--- src/rtl/seq_det_param.sv ---
// Parameterised serial sequence detector.
// Detects a runtime-programmable pattern of 1..PAT_W bits on a serial stream.
// Provides both a same-cycle (Mealy) match flag and a registered copy one
// cycle later, overlap/non-overlap matching, a bit-enable and a saturating
// match counter.
//
// Ports:
//   clk          clock, rising edge
//   rst          asynchronous active-low reset
//   serIn        serial data bit
//   serEn        serIn valid this cycle; disabled cycles are ignored entirely
//   cfgLoad      capture cfgPattern/cfgLen/cfgOverlap; clears history
//   cfgPattern   new pattern, bit cfgLen-1 received first, bit 0 last
//   cfgLen       new pattern length (0 or >PAT_W clamps to PAT_W)
//   cfgOverlap   1 = overlapping matches allowed
//   cntClr       synchronous clear of matchCount (wins over increment)
//   seqValidPre  combinational match flag, same cycle as final pattern bit
//   seqValidPost registered match flag, one cycle after seqValidPre
//   matchCount   saturating match count
module seq_det_param #(
    parameter int unsigned      PAT_W       = 8,
    parameter logic [PAT_W-1:0] RST_PATTERN = PAT_W'(8'h0F),
    parameter int unsigned      RST_LEN     = 4,
    parameter bit               RST_OVERLAP = 1'b1,
    parameter int unsigned      CNT_W       = 8,
    localparam int unsigned     LEN_W       = $clog2(PAT_W + 1)
) (
    input  logic             clk,
    input  logic             rst,
    input  logic             serIn,
    input  logic             serEn,
    input  logic             cfgLoad,
    input  logic [PAT_W-1:0] cfgPattern,
    input  logic [LEN_W-1:0] cfgLen,
    input  logic             cfgOverlap,
    input  logic             cntClr,
    output logic             seqValidPre,
    output logic             seqValidPost,
    output logic [CNT_W-1:0] matchCount
);

    localparam logic [LEN_W-1:0] LenMax = LEN_W'(PAT_W);
    localparam logic [CNT_W-1:0] CntMax = {CNT_W{1'b1}};

    logic [PAT_W-1:0] pattern_q, pattern_d;
    logic [LEN_W-1:0] len_q, len_d;
    logic             overlap_q, overlap_d;
    logic [PAT_W-1:0] sh_q, sh_d;
    logic [LEN_W-1:0] fill_q, fill_d;
    logic             post_q;
    logic [CNT_W-1:0] cnt_q, cnt_d;

    logic [PAT_W-1:0] window;
    logic [PAT_W-1:0] len_mask;
    logic             fill_ok;
    logic             match_now;

    // Candidate window: history plus the bit arriving this cycle.
    assign window  = {sh_q[PAT_W-2:0], serIn};
    // len_q is never 0, so len_q-1 cannot underflow.
    assign fill_ok = (fill_q >= (len_q - LEN_W'(1)));

    always_comb begin
        len_mask = '0;
        for (int i = 0; i < PAT_W; i++) begin
            len_mask[i] = (i < int'(len_q));
        end
    end

    // Gated by rst so the flag stays low while reset is held, whatever RST_LEN is.
    assign match_now = rst & serEn & ~cfgLoad & fill_ok &
                       (((window ^ pattern_q) & len_mask) == '0);

    always_comb begin
        pattern_d = pattern_q;
        len_d     = len_q;
        overlap_d = overlap_q;
        sh_d      = sh_q;
        fill_d    = fill_q;

        if (cfgLoad) begin
            pattern_d = cfgPattern;
            len_d     = (cfgLen == '0 || cfgLen > LenMax) ? LenMax : cfgLen;
            overlap_d = cfgOverlap;
            sh_d      = '0;
            fill_d    = '0;
        end else if (serEn) begin
            sh_d = window;
            if (match_now && !overlap_q) begin
                // Non-overlap: the next match must be built from fresh bits.
                fill_d = '0;
            end else if (fill_q < LenMax) begin
                fill_d = fill_q + LEN_W'(1);
            end
        end

        cnt_d = cnt_q;
        if (cntClr) begin
            cnt_d = '0;
        end else if (match_now && cnt_q != CntMax) begin
            cnt_d = cnt_q + CNT_W'(1);
        end
    end

    always_ff @(posedge clk or negedge rst) begin
        if (!rst) begin
            pattern_q <= RST_PATTERN;
            len_q     <= LEN_W'(RST_LEN);
            overlap_q <= RST_OVERLAP;
            sh_q      <= '0;
            fill_q    <= '0;
            post_q    <= 1'b0;
            cnt_q     <= '0;
        end else begin
            pattern_q <= pattern_d;
            len_q     <= len_d;
            overlap_q <= overlap_d;
            sh_q      <= sh_d;
            fill_q    <= fill_d;
            post_q    <= match_now;
            cnt_q     <= cnt_d;
        end
    end

    assign seqValidPre  = match_now;
    assign seqValidPost = post_q;
    assign matchCount   = cnt_q;

endmodule

--- config.mk ---
export PLATFORM = sky130hd
export DESIGN_NAME = seq_det_param
export DESIGN_NICKNAME = d
export VERILOG_FILES = /design/src/rtl/seq_det_param.sv
export SDC_FILE = /design/constraint.sdc
export NUM_CORES = 1
export LEC_CHECK = 0
export CAP_MARGIN = 20
export CORE_ASPECT_RATIO = 1.25
export CORE_MARGIN = 2
export CORE_UTILIZATION = 34
export CTS_BUF_LIST = sky130_fd_sc_hd__clkbuf_4 sky130_fd_sc_hd__clkbuf_8 sky130_fd_sc_hd__clkbuf_16
export CTS_CLUSTER_DIAMETER = 120
export DETAILED_ROUTE_END_ITERATION = 12
export REMOVE_ABC_BUFFERS = 1
export SLEW_MARGIN = 20
export SYNTH_ARGS = -nofsm -noshare
export SYNTH_HDL_FRONTEND = slang
export SYNTH_SLANG_ARGS = --single-unit
--- constraint.sdc ---
create_clock -name clk -period 4.2 [get_ports clk]
set_input_delay 0.84 -clock clk [delete_from_list [all_inputs] [get_ports clk]]
set_output_delay 0.84 -clock clk [all_outputs]
set_load 0.1 [all_outputs]
Word-level counts from Yosys, hierarchy flattened
Cells that the tools add are included.
- register bits: 33
- input bits: 19
- output and inout bits: 10
- word-level logic and storage cells: 48
- $add $sub $neg: 3
- order comparisons: 11
- eq/ne operators: 1
- multiplexer cells: 9
- bitwise operators: 7
- reduce and logical (&&, ||, !) cells: 10
- operator list (operator ; number):
    2-to-1 mux 4 bit ; 5
    < comparator 3 x 4 -> 1 bit (first input constant) ; 4
    2-to-1 mux 8 bit ; 2
    2-to-1 mux 7 bit ; 2
    adder 8 x 1 -> 8 bit (second input constant) ; 1
    AND 8 bit ; 1
    zero test 8 bit ; 1
    < comparator 1 x 4 -> 1 bit (first input constant) ; 2
    < comparator 2 x 4 -> 1 bit (first input constant) ; 2
    != test 8 bit (second input constant) ; 1
    bitwise XOR 8 bit ; 1
    adder 4 x 1 -> 4 bit (second input constant) ; 1
    AND 1 bit ; 4
    >= comparator 4 bit ; 1
    > comparator 4 bit (second input constant) ; 1
    zero test 4 bit ; 1
    < comparator 4 bit (second input constant) ; 1
    nonzero test 2 bit ; 2
    subtractor 4 x 1 -> 4 bit (second input constant) ; 1
    nonzero test 3 bit ; 1
    logical AND 1 bit ; 2
    AND reduction 2 bit ; 1
    zero test 1 bit ; 1
    logical OR 1 bit ; 1
    inverter 1 bit ; 1

Depth between registers and ports, before layout
Gate-level depths: netlist of run 1.
- depth in word-level cells: 8
- gate-level depth with buffers: 9
- gate-level depth less buffers: 9

Least setup slack after synthesis of run 1
No wires, ideal clock.
- path type: input -> output
- start point: in serEn
- end point: out seqValidPre
- arrival time: 3.918 ns
- required time: 3.360 ns
- slack: -0.558 ns
- cell stages on the path: 5
- buffers on the path: 2
- path through: buf_2 -> o2111ai_1 -> or4b_1 -> buf_6 -> nor3_1
- cells in the longest elaborated chain, start to end: 4
- ends and longest elaborated chain (what ; line ; source):
    start: declaration ; 31 ; input logic serEn,
    AND 1 bit (4 in a row) ; 71 ; assign match_now = rst & serEn & ~cfgLoad & fill_ok &
    end: declaration ; 37 ; output logic seqValidPre,
Every way passes these cells.

Worst setup path after layout of run 1
- start point: in cfgLoad
- end point: out seqValidPre
- cells in the longest elaborated chain, start to end: 4
- ends and longest elaborated chain (what ; line ; source):
    start: declaration ; 32 ; input logic cfgLoad,
    inverter 1 bit ; 71 ;
    AND 1 bit (3 in a row) ; 71 ;
Every way passes these cells.

==> results.json, run 1 <==
{
  "grt-ovfl-total": 0,
  "critical_path.top_delay_family": "simple AND/OR/NAND/NOR gates",
  "rows": 30,
  "critPathLaunchType": "input pin",
  "seq_power_share_pct": 49.0,
  "grt_pass1_wl_um": 6486,
  "p_clk_share_pct": 35.3,
  "syn_area_sq_um": 1856,
  "via_count": 1368,
  "wl_per_cell_um": 13.27,
  "p_sw_uw": 180.6,
  "grt_use_total_pct": 13.53,
  "clock_latency_ns": 0.28,
  "core_sq_um": 5330,
  "synth.area.top_cells": "dfrtp_1 (36%), mux2_2 (9.1%), dfstp_2 (8.5%), ha_1 (6.1%), mux2i_1 (4.9%)",
  "max_freq_mhz": 285.7,
  "final_layout_size_suffix_gt1_share_pct": 17.65,
  "cp-startpoint": "cfgLoad",
  "rsz0062_at_grt": "false",
  "holdPathStages": 1,
  "peakVddDrop_uv": 190.0,
  "nNetsFinal": 231,
  "cts_tree": "built",
  "layout_min_cycle_time_ns": 3.500,
  "worstPathMaxFanout": 2,
  "r2r-start": "len_q[0]",
  "io_pins": 29,
  "synth_top_area_share_pct": 36.41,
  "required_ns": 3.36,
  "routed_wl_um": 3557,
  "finalCritPeriodShare_pct": 83.33,
  "die_x_um": 70.08,
  "cell_internal_pwr_uw": 543.0,
  "clockRootBuffer": "clkbuf_8",
  "drtAntennaViolNets": 0,
  "drv_cap": 0,
  "synth_flop_cell": "dfrtp_1",
  "drcViolationCount": 0,
  "gp_congestion": 0.7455,
  "end_kind": "output port",
  "place_inst": 260,
  "start_util_pct": 34.81,
  "final_cells": 268,
  "dieArea_sq_um": 6068,
  "netlist.top_cell.by_area": "dfrtp_1",
  "antenna_found_initial": 0,
  "post_cts_buffers": 0,
  "cts_resized": 0,
  "comb_power_share_pct": 15.7,
  "grt_max_degree": 34,
  "tightestPinTransition_ns": 0.9785,
  "avgSynthCellArea_sq_um": 10.73,
  "chipHeight_um": 86.60,
  "drt-initial-drc-count": 45,
  "p_leak_nw": 0.9681,
  "critical_path_buf_inv_count": 3,
  "hold_slack_ns": 0.5403,
  "cts_buffer_depth": 2,
  "min_to": "pattern_q[7]",
  "dr.pass1.iters": 4,
  "yosysSeqAreaShare_pct": 44.91,
  "finalSetupViolCount": 0,
  "switching_share_pct": 24.96,
  "synth_edf_count": 0,
  "synthArstFlopShare_pct": 100.0,
  "grt_pass1_vias": 1418,
  "synth_common_cells": "dfrtp_1 (27), nor2_1 (18), mux2_2 (15)",
  "max-slew-margin-rel_pct": 34.56,
  "synth.most_common_cell": "dfrtp_1",
  "port_buffers": 28,
  "vias_per_cell": 5.104,
  "cts_buffers": 5,
  "cp.depth": 6,
  "syn2layout_area_growth_pct": 23.94,
  "synth-warning-count": 0,
  "clock_sinks": 33,
  "critical_path_arrival_ns": 2.66,
  "synthCells": 173,
  "path_cells": "clkdlybuf4s50_1 -> inv_1 -> o2111ai_1 -> or4b_1 -> nor3_1 -> buf_12",
  "worst-r2r-cell-count": 8,
  "hold_path.startpoint": "pattern_q[7]",
  "hold_path.class": "reg -> reg",
  "slowest_stage": "or4b_1",
  "n_antenna_cell": 0,
  "h-tree-depth": 2,
  "synth_cell_types": 37,
  "finalHoldViolations": 0,
  "max_stage_delay_ns": 0.57,
  "fin_skew_ns": 0.005094,
  "r2r_slack_ns": 1.76,
  "clk_pin_slew_ns": 0.06,
  "power-per-cell-area_nw_per_um2": 314.6,
  "critical_path_class": "in -> out",
  "maxSlewViolCount": 0,
  "worstReg2RegEnd": "matchCount[3]",
  "postCtsHoldBufs": 0,
  "status": "finished, final reports clean",
  "ys_seq_elements": 33,
  "post-dp-hpwl_um": 2641
}
power groups by stage:
| stage | Sequential (mW) | Clock (mW) | Combinational [mW] |
|---|---|---|---|
| floorplan | 0.356 | 0 | 0.0691 |
| global placement | 0.361 | 0 | 0.113 |
| detailed placement | 0.361 | 0 | 0.115 |
| CTS | 0.355 | 0.266 | 0.116 |
| global route | 0.358 | 0.281 | 0.131 |
| finish | 0.355 | 0.255 | 0.113 |
layout by cell type (no fill, tap or decap), types with 3 or more instances in the layout:
master | netlist | final
mux2_2 | 15 | 15
clkdlybuf4s50_1 | 0 | 27
xnor2_1 | 10 | 10
dfstp_2 | 6 | 6
nand2_1 | 5 | 5
mux2i_1 | 9 | 9
dfrtp_1 | 27 | 27
nor2_1 | 18 | 18
nor4_1 | 6 | 6
buf_4 | 1 | 4
nor2b_1 | 7 | 7
clkbuf_8 | 0 | 6
inv_1 | 6 | 6
a21oi_1 | 4 | 4
nand4_1 | 4 | 4
nand2b_1 | 4 | 4
ha_1 | 9 | 9
o21ai_0 | 5 | 5
nand3b_1 | 3 | 3
nor3_1 | 8 | 8
cell families after synthesis:
| family | count (synthesis) | synth area share (%) |
|---|---|---|
| adder cells (fa/ha/maj) | 9 | 6.069 |
| flip-flops | 33 | 44.91 |
| multiplexers | 24 | 13.96 |
| AO/OA/AOI/OAI | 17 | 6.069 |
| AND/OR/NAND/NOR | 63 | 19.22 |
| buffers and inverters | 15 | 4.113 |
| XOR/XNOR | 12 | 5.664 |
worst max-delay path by stage:
stage	to
CTS	seqValidPre
floorplan	seqValidPre
detailed placement	seqValidPre
global placement	seqValidPre
finish	seqValidPre
global route	seqValidPre
metrics by stage:
step | setup slack [ns] | area (sq um) | util [%] | setup TNS (ns) | total power, mW
after floorplan | -0.4306 | 1802 | - | -0.4306 | 0.4253
after global placement | 0.6334 | 2202 | 41.31 | 0 | 0.4738
after detailed placement | 0.6686 | 2202 | 41.31 | 0 | 0.4765
after CTS | 0.6446 | 2300 | 43.15 | 0 | 0.7369
after global routing | 0.5608 | 2300 | 43.15 | 0 | 0.7694
final | 0.7001 | 2300 | 43.15 | 0 | 0.7236
area by class of cell:
type                            instances  area, sq um
Clock buffer                            8        97.59
Fill cell                             530         3030
Inverter                                6        22.52
Multi-Input combinational cell        125        945.9
Sequential cell                        33        833.3
Tap cell                               64        80.08
Timing Repair Buffer                   32        320.3
per-layer routing:
metal / global-route usage [%] / routed length [um] / vias to the layer above
met4: 6.469 / 102 / 0
met5: 0 / 0 / -
met2: 21.30 / 1668 / 25
met1: 17.33 / 1638 / 663
met3: 3.605 / 148 / 8
li1: - / - / 672
state kept, by name (all words and copies together), names as in the netlist:
name,cells
len_q,4
seqValidPost,1
overlap_q,1
fill_q,4
matchCount,8
sh_q,7
pattern_q,8
(Power assumes the default switching activity.)
==> run 2, diff against run 1 <==
clock period = 3.15 ns   (was 4.2 ns; I/O delays follow)
==> run 2 against run 1 <==
Largest power group unchanged. Clock-buffer cell count unchanged. Highest routed layer unchanged. Non-clock buffer count is 4 higher. First-iteration DRC count fell by 24%. Largest cell class unchanged.
==> results.json, run 2 (synthesized netlist as in run 1, its figures left out) <==
{
  "status": "finished, final reports clean",
  "hold_path.class": "reg -> reg",
  "clock_sinks": 33,
  "drt-initial-drc-count": 34,
  "grt_use_total_pct": 13.13,
  "grt_pass1_wl_um": 6279,
  "nNetsFinal": 235,
  "setup_slack_ns": 0.1899,
  "wl_per_cell_um": 13.32,
  "post-place-ws_ns": 0.1730,
  "clockRootBuffer": "clkbuf_8",
  "worst-r2r-cell-count": 6,
  "vias_per_cell": 4.926,
  "power-per-cell-area_nw_per_um2": 424.0,
  "nFillCells": 537,
  "rsz0062_at_grt": "false",
  "critical_path_class": "in -> out",
  "layout_min_cycle_time_ns": 2.960,
  "required_ns": 2.52,
  "r2r-start": "pattern_q[3]",
  "cts_resized": 0,
  "start_util_pct": 34.81,
  "maxSlewViolCount": 0,
  "cts_buffer_depth": 2,
  "port_buffers": 28,
  "cts_tree": "built",
  "max_freq_mhz": 337.8,
  "cts_buffers": 5,
  "via_count": 1340,
  "antenna_found_initial": 0,
  "end_kind": "output port",
  "drtAntennaViolNets": 0,
  "die_x_um": 70.08,
  "syn2layout_area_growth_pct": 24.34,
  "drv_cap": 0,
  "fin_skew_ns": 0.004856,
  "clock_latency_ns": 0.28,
  "grt_pass1_vias": 1336,
  "io_pins": 29,
  "drcViolationCount": 0,
  "cp-startpoint": "cfgLoad",
  "dr.pass1.iters": 4,
  "finalHoldViolations": 0,
  "holdPathStages": 1,
  "gp_congestion": 0.7721,
  "peakVddDrop_uv": 215.8,
  "critical_path_arrival_ns": 2.33,
  "routed_wl_um": 3623,
  "finalSetupViolCount": 0,
  "worstReg2RegEnd": "matchCount[5]",
  "final_layout_size_suffix_gt1_share_pct": 23.56,
  "hold_slack_ns": 0.5348,
  "post_cts_buffers": 0,
  "tightestPinTransition_ns": 0.5009,
  "max-slew-margin-rel_pct": 66.50,
  "r2r_slack_ns": 0.77,
  "timing.setup.tns_ns": 0,
  "worstPathMaxFanout": 2,
  "grt_max_degree": 34,
  "mostFrequentLayoutCell": "dfrtp_1",
  "power_uw": 978.2,
  "critPathLaunchType": "input pin",
  "p_leak_nw": 1.007,
  "clk_pin_slew_ns": 0.07,
  "fin_util_pct": 43.29,
  "finalCritPeriodShare_pct": 93.97,
  "grt-ovfl-total": 0,
  "chipHeight_um": 86.60,
  "final_cell_mix": "dfrtp_1 (27), nor2_1 (18), clkdlybuf4s50_1 (18)",
  "dieArea_sq_um": 6068,
  "core_sq_um": 5330,
  "post-dp-hpwl_um": 2610,
  "h-tree-depth": 2,
  "postCtsHoldBufs": 0,
  "n_antenna_cell": 0,
  "crit_end": "seqValidPre",
  "rows": 30
}
==> run 2: how the worst min path moves through the flow <==
stage	from	end	slack [ns]
finish	pattern_q[6]	pattern_q[6]	0.53
global route	pattern_q[6]	pattern_q[6]	0.55
CTS	pattern_q[6]	pattern_q[6]	0.54
detailed placement	pattern_q[6]	pattern_q[6]	0.52
global placement	sh_q[6]	sh_q[6]	0.52
floorplan	rst	fill_q[0]	0.33
==> run 2: per-stage QoR <==
stage          instances  cell area [sq um]
3_3_place_gp         264               2210
3_5_place_dp         264               2210
5_1_grt              272               2307
2_1_floorplan        164               1802
4_1_cts              272               2307
6_report             272               2307
==> run 2: area by class of cell <==
type | instances | area [sq um] | share of cell area (%)
repair buffers | 36 | 327.8 | 14.21
clock buffers | 8 | 97.59 | 4.230
inverters | 6 | 22.52 | 0.9761
multi-input cells | 125 | 945.9 | 41.00
well taps | 64 | 80.08 | 3.471
flip-flops and latches | 33 | 833.3 | 36.12
==> run 2: worst max-delay path, stage by stage <==
cell	delay, ns
clkdlybuf4s50_1	0.42
inv_1	0.08
o2111ai_1	0.15
or4b_1	0.57
nor3_1	0.15
buf_4	0.16
buf_12	0.17
==> run 2: where the power goes <==
group	switching (mW)	internal [mW]
clock	0.148	0.195
sequential	0.0222	0.451
combinational	0.0780	0.0837
total	0.248	0.730
==> run 2: per-layer routing <==
layer | global-route usage [%] | up-vias | wire, um
li1 | - | 683 | -
met1 | 17.33 | 628 | 1726
met2 | 20.43 | 23 | 1689
met3 | 3.721 | 6 | 143
met4 | 5.245 | 0 | 64
met5 | 0 | - | 0
==> run 3, diff against run 2 <==
CELL_PAD_IN_SITES_DETAIL_PLACEMENT = 1   (was default)
CELL_PAD_IN_SITES_GLOBAL_PLACEMENT = 2   (was default)
CORE_UTILIZATION = 31   (was 34)
PLACE_DENSITY_LB_ADDON = 0.1   (was default)
TNS_END_PERCENT = 50   (was default)
==> run 3 against run 2 <==
Sequential power about the same. Sequential share of layout area decreased by 0.19 points. Maximum frequency increased by 0.92%. Via count increased by 5.6%. Non-clock buffer count decreased by 1. Sequential cell count unchanged. Clock-buffer cell count decreased by 3. Critical endpoint unchanged. First-iteration DRC count increased by 35%. Critical path depth unchanged. Die area increased by 9.2%. Global-route usage increased by 1.5 points. Combinational power increased by 3%.
==> results.json, run 3 (synthesized netlist as in run 1, its figures left out) <==
{
  "finalSetupViolCount": 0,
  "p_clk_share_pct": 38.8,
  "layout_min_cycle_time_ns": 2.933,
  "finalHoldViolations": 0,
  "max_freq_mhz": 340.9,
  "rows": 31,
  "cell_internal_pwr_uw": 771.0,
  "clock_latency_ns": 0.29,
  "final_layout_size_suffix_gt1_share_pct": 23.19,
  "die_x_um": 73.20,
  "status": "finished, final reports clean",
  "postCtsHoldBufs": 0,
  "p_leak_nw": 1.003,
  "routed_wl_um": 4478,
  "drv_cap": 0,
  "critical_path_class": "in -> out",
  "max-slew-margin-rel_pct": 54.97,
  "drcViolationCount": 0,
  "chipHeight_um": 90.50,
  "grt_max_degree": 34,
  "tightestPinTransition_ns": 0.6692,
  "cts_resized": 0,
  "via_count": 1415,
  "final_cell_mix": "dfrtp_1 (27), nor2_1 (18), clkdlybuf4s50_1 (18)",
  "maxSlewViolCount": 0,
  "gp_congestion": 0.7303,
  "comb_power_share_pct": 15.9,
  "drtAntennaViolNets": 0,
  "grt_pass1_wl_um": 7507,
  "finalCritPeriodShare_pct": 93.12,
  "post-place-ws_ns": 0.2129,
  "core_sq_um": 5779,
  "clockRootBuffer": "clkbuf_8",
  "post_cts_buffers": 0,
  "cts_buffers": 5,
  "rsz0062_at_grt": "false",
  "p_sw_uw": 276.7,
  "vias_per_cell": 5.183,
  "place_inst": 265,
  "end_kind": "output port",
  "power-per-cell-area_nw_per_um2": 451.6,
  "io_pins": 29,
  "grt-ovfl-total": 0,
  "wl_per_cell_um": 16.40,
  "peakVddDrop_uv": 132.8,
  "grt_use_total_pct": 14.63,
  "worstPathMaxFanout": 2,
  "nNetsFinal": 234,
  "antenna_found_initial": 0,
  "switching_share_pct": 26.41,
  "n_antenna_cell": 0,
  "mostFrequentLayoutCell": "dfrtp_1",
  "fin_skew_ns": 0.006753,
  "start_util_pct": 32.11,
  "hold_slack_ns": 0.5408,
  "seq_power_share_pct": 45.3,
  "h-tree-depth": 2,
  "dieArea_sq_um": 6625,
  "syn2layout_area_growth_pct": 25.02,
  "critPathLaunchType": "input pin",
  "clock_sinks": 33,
  "cts_buffer_depth": 2,
  "critical_path_arrival_ns": 2.30,
  "dr.pass1.iters": 2,
  "cts_tree": "built",
  "clk_pin_slew_ns": 0.07,
  "hold_path.class": "reg -> reg",
  "r2r_slack_ns": 0.65,
  "post-dp-hpwl_um": 3264,
  "port_buffers": 28,
  "drt-initial-drc-count": 46,
  "setup_slack_ns": 0.2167,
  "required_ns": 2.52,
  "final_cells": 273,
  "grt_pass1_vias": 1563
}
==> run 3: changes by cell type in the layout (fill, tap and decap cells not counted), sizes merged <==
cell / previous run / this run
buf: 18 / 17
bufinv: 0 / 1
clkbuf: 8 / 5
clkinv: 0 / 1
clkinvlp: 0 / 1
==> run 3: power groups by stage <==
stage | sequential, mW | combinational [mW] | clock (mW)
global placement | 0.481 | 0.166 | 0
global route | 0.479 | 0.188 | 0.451
floorplan | 0.475 | 0.0921 | 0
finish | 0.475 | 0.167 | 0.406
CTS | 0.475 | 0.172 | 0.429
detailed placement | 0.483 | 0.172 | 0
==> run 3: worst paths after layout <==
check                              from       endpoint  depth (start not counted)
hold reg to reg            pattern_q[5]   pattern_q[5]                          1
max in group asynchronous           rst       len_q[2]                          2
hold / removal             pattern_q[5]   pattern_q[5]                          1
setup reg to reg               len_q[1]      fill_q[0]                          8
min in group asynchronous           rst  matchCount[3]                          2
setup / recovery                cfgLoad    seqValidPre                          7
==> run 3: layout make-up <==
type | instances | area [sq um]
multi-input combinational | 125 | 945.9
clock inverter | 3 | 46.29
clock buffer | 5 | 68.82
tap | 66 | 82.58
sequential | 33 | 833.3
inverter | 6 | 22.52
fill | 639 | 3460
timing repair buffer | 35 | 320.3
==> run 3: worst max-delay path, cell delays in order <==
cell	delay, ns
clkdlybuf4s50_1	0.42
inv_1	0.08
o2111ai_1	0.12
or4b_1	0.56
nor3_1	0.17
buf_4	0.16
buf_12	0.16
==> run 3: through the flow <==
stage	power [mW]	area, sq um	util [%]	TNS, ns
3_3_place_gp	0.6472	2205	38.15	0
2_1_floorplan	0.5671	1802	-	-1.864
3_5_place_dp	0.6551	2205	38.15	0
5_1_grt	1.118	2320	40.14	0
6_report	1.048	2320	40.14	0
4_1_cts	1.076	2320	40.14	0
==> run 3: metal layers <==
layer	track usage, %	part of all wire [%]	wire (um)
met3	4.129	4.0	177
met1	17.23	43	1939
met5	0	0	0
met2	24.40	51	2262
met4	6.019	2.2	99
